[config.mk]
export PLATFORM = sky130hd
export DESIGN_NAME = irq_pending_ctrl
export DESIGN_NICKNAME = d
export VERILOG_FILES = /design/src/rtl/irq_pkg.sv /design/src/rtl/pending_pri_enc.sv /design/src/rtl/irq_pending_ctrl.sv
export SDC_FILE = /design/constraint.sdc
export NUM_CORES = 1
export LEC_CHECK = 0
export ABC_CLOCK_PERIOD_IN_PS = 1700
export CAP_MARGIN = 5
export CORE_ASPECT_RATIO = 1.25
export CORE_UTILIZATION = 45
export CTS_BUF_LIST = sky130_fd_sc_hd__clkbuf_2 sky130_fd_sc_hd__clkbuf_4 sky130_fd_sc_hd__clkbuf_8
export DETAILED_ROUTE_END_ITERATION = 10
export GPL_TIMING_DRIVEN = 0
export PLACE_DENSITY = 0.84
export SLEW_MARGIN = 5
export SYNTH_ARGS = -nofsm -noshare
export SYNTH_HDL_FRONTEND = slang
export SYNTH_SLANG_ARGS = --single-unit
[constraint.sdc]
create_clock -name clk -period 1.7 [get_ports clk]
set_input_delay 0.17 -clock clk [delete_from_list [all_inputs] [get_ports clk]]
set_output_delay 0.17 -clock clk [all_outputs]
set_load 0.01 [all_outputs]
[src/rtl/irq_pkg.sv]
// Shared types and helpers for the interrupt pending controller.
package irq_pkg;

  localparam int unsigned N_LINES = 8;
  localparam int unsigned ID_W    = 3;

  typedef enum logic {
    IDLE  = 1'b0,
    OFFER = 1'b1
  } state_e;

  // Clear mask for the line whose index is being accepted.
  function automatic logic [N_LINES-1:0] onehot_to_mask(input logic [ID_W-1:0] id);
    onehot_to_mask = N_LINES'(1) << id;
  endfunction

endpackage

[src/rtl/pending_pri_enc.sv]
// Combinational priority encoder: highest set bit of sel wins.
module pending_pri_enc #(
  parameter int unsigned N   = 8,
  parameter int unsigned IDW = 3
) (
  input  logic [N-1:0]   sel,
  output logic [IDW-1:0] index_c,
  output logic           any_c
);

  always_comb begin
    index_c = '0;
    any_c   = 1'b0;
    // Ascending scan, so later (higher) hits overwrite lower ones.
    for (int i = 0; i < int'(N); i++) begin
      if (sel[i]) begin
        index_c = IDW'(i);
        any_c   = 1'b1;
      end
    end
  end

endmodule

[src/rtl/irq_pending_ctrl.sv]
// Sticky request capture with highest-index-first valid/ready offer of line ids.
module irq_pending_ctrl
  import irq_pkg::*;
#(
  parameter int unsigned N    = N_LINES,
  parameter int unsigned IDW  = ID_W,
  parameter bit          EDGE = 1'b1
) (
  input  logic           clk,
  input  logic           rst_n,
  input  logic [N-1:0]   req_in,
  input  logic [N-1:0]   mask,
  output logic           out_valid,
  output logic [IDW-1:0] out_id,
  input  logic           out_ready,
  output logic [N-1:0]   pending,
  output logic           overflow,
  input  logic           clr_overflow
);

  state_e         state_q, state_d;
  logic           out_valid_q, out_valid_d;
  logic [IDW-1:0] out_id_q, out_id_d;
  logic [N-1:0]   pending_q, pending_d;
  logic           overflow_q, overflow_d;
  logic [N-1:0]   req_prev_q, req_prev_d;

  logic [N-1:0]   ev;
  logic [N-1:0]   clr;
  logic [N-1:0]   sel;
  logic [IDW-1:0] sel_idx;
  logic           sel_any;
  logic           accept;

  assign sel = pending_q & mask;

  pending_pri_enc #(
    .N   (N),
    .IDW (IDW)
  ) u_pri_enc (
    .sel     (sel),
    .index_c (sel_idx),
    .any_c   (sel_any)
  );

  // Event capture, pending/overflow update and offer FSM.
  always_comb begin
    state_d     = state_q;
    out_valid_d = out_valid_q;
    out_id_d    = out_id_q;
    req_prev_d  = req_in;

    accept = out_valid_q & out_ready;
    ev     = EDGE ? (req_in & ~req_prev_q) : req_in;
    clr    = accept ? N'(onehot_to_mask(ID_W'(out_id_q))) : '0;

    // Set wins over clear on both the pending bits and overflow.
    pending_d  = (pending_q & ~clr) | ev;
    overflow_d = (EDGE && ((ev & pending_q & ~clr) != '0)) ? 1'b1
               : (overflow_q & ~clr_overflow);

    unique case (state_q)
      IDLE: begin
        if (sel_any) begin
          out_id_d    = sel_idx;
          out_valid_d = 1'b1;
          state_d     = OFFER;
        end
      end
      OFFER: begin
        // Offer is held until accepted; never retracted.
        if (accept) begin
          out_valid_d = 1'b0;
          state_d     = IDLE;
        end
      end
      default: begin
        state_d     = IDLE;
        out_valid_d = 1'b0;
      end
    endcase
  end

  always_ff @(posedge clk or negedge rst_n) begin
    if (!rst_n) begin
      state_q     <= IDLE;
      out_valid_q <= 1'b0;
      out_id_q    <= '0;
      pending_q   <= '0;
      overflow_q  <= 1'b0;
      req_prev_q  <= '1;
    end else begin
      state_q     <= state_d;
      out_valid_q <= out_valid_d;
      out_id_q    <= out_id_d;
      pending_q   <= pending_d;
      overflow_q  <= overflow_d;
      req_prev_q  <= req_prev_d;
    end
  end

  assign out_valid = out_valid_q;
  assign out_id    = out_id_q;
  assign pending   = pending_q;
  assign overflow  = overflow_q;

endmodule

==> impl_metrics.env, run 1 <==
export IMPL_finalSetupTns_ns=0
export IMPL_die_h_um=54.9
export IMPL_clk_latency_ns=0.31
export IMPL_grt_use_met3=0.0195
export IMPL_ios=33
export IMPL_startpoint="out_id[1]"
export IMPL_cp_end_kind="output pin"
export IMPL_rr_endpoint="overflow"
export IMPL_synthTopCellsByCount="nand2_1, dfrtp_1, dfstp_2, inv_1, o21ai_1"
export IMPL_skew_ns=0.00635
export IMPL_rows=18
export IMPL_fin_ws_ns=0.102
export IMPL_overflow=0
export IMPL_cp_num_cells=1
export IMPL_setup_viol=0
export IMPL_synth_edf_count=0
export IMPL_use_met2=0.350
export IMPL_path_buf_inv=1
export IMPL_routabilityCongestion=0.810
export IMPL_dp_hpwl_um=1610
export IMPL_maxCapViolCount=0
export IMPL_vdd_drop_max_v=0.000874
export IMPL_n_antenna_cell=0
export IMPL_ys_async_sr_fraction=1.00
export IMPL_synthCells=100
export IMPL_cts_num_sinks=22
export IMPL_initial_core_util=0.492
export IMPL_cts_max_level=1
export IMPL_cp_start_kind="flop"
export IMPL_yosys_cell_count_top_type="nand2_1"
export IMPL_layout_cells_non_filler=166
export IMPL_wl_per_cell_um=13.3
export IMPL_yosys_most_used_dff="dfrtp_1"
export IMPL_cts_hold_buf=0
export IMPL_place_ws_ns=-0.0283
export IMPL_seq_area_frac_synth=0.556
export IMPL_area_delta_synth_final_pct=39.1
export IMPL_clockRootBuffer="clkbuf_4"
export IMPL_grt_first_pass_wirelength_um=3530
export IMPL_dpl_cell_count=162
export IMPL_power_density_mw_per_mm2=1290
export IMPL_outcome="complete, no violations"
export IMPL_worst_r2r_cell_count=5
export IMPL_cp_endpoint="out_id[1]"
export IMPL_r2r_setup_slack_ns=0.16
export IMPL_worstPathCellList="clkdlybuf4s50_1"
export IMPL_die_area_mm2=0.00244
export IMPL_final_period_utilization=0.940
export IMPL_slew_headroom=0.349
export IMPL_cts_tree="done"
export IMPL_antenna_found_initial=0
export IMPL_fill_cells=156
export IMPL_cts_setup_buffers=0
export IMPL_routed_via_density=5.28
export IMPL_met1_usage=0.252
export IMPL_syn_nets=120
export IMPL_fin_hold_ws_ns=0.278
export IMPL_p_leak_nw=0.610
export IMPL_crit_type="flop to output pin"
export IMPL_clock_fmax_ghz=0.626
export IMPL_drt_iter0_markers=17
export IMPL_yosysTopAreaCell="dfrtp_1"
export IMPL_grt_pass1_vias=840
export IMPL_port_buffers=32
export IMPL_clk_pin_slew_ns=0.13
export IMPL_coreArea_mm2=0.00205
export IMPL_synth_top_cell_area_share=0.347
export IMPL_drive_gt1_frac=0.110
export IMPL_cts_path_max_buffers=2
export IMPL_cp_required_ns=1.53
export IMPL_gr_usage_all_layers=0.203
export IMPL_avgSynthCellArea_um2=10.1
export IMPL_syn_cell_area_mm2=0.00101
export IMPL_drv_slew=0
export IMPL_rr_startpoint="out_valid"
export IMPL_tightest_slew_ns=0.974
export IMPL_die_x_um=44.3
export IMPL_critPathTopFamily="buffers and inverters"
export IMPL_routed_wl_um=2210
export IMPL_hold_viol_final=0
export IMPL_max_stage_delay_ns=0.60
export IMPL_cp_arrival_ns=1.43
export IMPL_slowest_stage="clkdlybuf4s50_1"
export IMPL_post_cts_resized=0
export IMPL_fin_crit_ns=1.60
export IMPL_ant_nets=0
export IMPL_min_path_type="input pin to flop"
export IMPL_fin_util=0.684
export IMPL_ys_types=26
export IMPL_drc=0
export IMPL_rsz0062_at_grt="no"
export IMPL_grt_max_degree=23
export IMPL_ys_warn_count=0
export IMPL_crit_fanout=9
export IMPL_dr_pass1_iters=4
export IMPL_ys_ff_latch=22
export IMPL_synth_area_leaders="dfrtp_1, dfstp_2, nand2_1"
export IMPL_nets=157
export IMPL_vias=877
export IMPL_busiest_layer="met2"
export IMPL_cts_buffers=3
==> cells by family (layout without fill, tap and decap cells) <==
family | after synthesis | in the layout | synth area share
AND/OR/NAND/NOR | 38 | 38 | 0.194
AO/OA/AOI/OAI | 30 | 30 | 0.202
flip-flops | 22 | 22 | 0.556
buffers and inverters | 10 | 46 | 0.0484
==> through the flow <==
| step | total power, mW | cell area [um2] |
|---|---|---|
| 2_1_floorplan | 1.17 | 1010 |
| 3_3_place_gp | 1.51 | 1370 |
| 3_5_place_dp | 1.52 | 1370 |
| 4_1_cts | 1.82 | 1400 |
| 5_1_grt | 1.92 | 1400 |
| 6_report | 1.81 | 1400 |
==> where the power goes <==
part / internal, mW / switching (mW) / leakage [nW] / total, mW
Clock: 0.131 / 0.159 / 0.0210 / 0.289
Combinational: 0.392 / 0.301 / 0.367 / 0.693
Sequential: 0.655 / 0.174 / 0.222 / 0.828
Total: 1.18 / 0.633 / 0.610 / 1.81
==> worst reg2reg max path: cells and delay by family (launching register included) <==
| family | cells | cell delay, ns |
|---|---|---|
| DFF | 1 | 0.44 |
| and+or+nand+nor | 2 | 0.59 |
| buffers and inverters | 1 | 0.13 |
| AOI/OAI and AO/OA | 2 | 0.25 |
==> routing by layer <==
metal  vias up  part of all wire
met2        21              0.51
met1       422              0.45
met5         -                 0
li1        430                 -
met4         0             0.013
met3         4             0.030
==> state kept, by name, indices dropped and copies added, names as in the netlist <==
name        count
pending         8
out_id          3
out_valid       1
overflow        1
req_prev_q      8
state_q         1
==> cells in the final DEF (no fill, tap or decap), types with 2 or more instances in the layout <==
cell type / n
a21o_1: 4
a21oi_1: 5
a22oi_1: 4
a31oi_1: 5
clkbuf_4: 3
clkdlybuf4s50_1: 32
dfrtp_1: 14
dfstp_2: 8
inv_1: 8
nand2_1: 17
nand3_1: 3
nand3b_1: 6
nor2_1: 4
nor2b_1: 2
o21ai_1: 7
==> worst min-delay path by stage <==
stage	cells after the start	slack (ns)	to	from
floorplan	0	-0.13	out_id[0]	rst_n
global placement	1	0.49	pending[1]	req_prev_q[1]
detailed placement	1	0.50	pending[5]	req_prev_q[5]
CTS	1	0.27	req_prev_q[3]	req_in[3]
global route	1	0.28	req_prev_q[3]	req_in[3]
finish	1	0.28	req_prev_q[3]	req_in[3]
==> final cells by class <==
cell class	instances	area, um2	share of cell area
clock buffer	4	36.3	0.0259
timing repair buffer	32	320	0.228
buffer	2	18.8	0.0134
tap	30	37.5	0.0268
sequential	22	561	0.400
multi-input combinational	68	399	0.285
inverter	8	30.0	0.0214
No activity file was read; power rests on OpenSTA's default activity.
==> run 2: changes to the inputs <==
Settings changed: SKIP_CTS_REPAIR_TIMING set to 1.
==> results of run 2 <==
The final DEF is identical to that of run 1; final timing and power are the same.
==> run 3: changes to the inputs <==
Settings changed: CTS_BUF_LIST sky130_fd_sc_hd__clkbuf_2 sky130_fd_sc_hd__clkbuf_4 sky130_fd_sc_hd__clkbuf_8 to sky130_fd_sc_hd__clkbuf_4 sky130_fd_sc_hd__clkbuf_8.
==> results of run 3 <==
The final DEF is identical to that of run 1; final timing and power are the same.
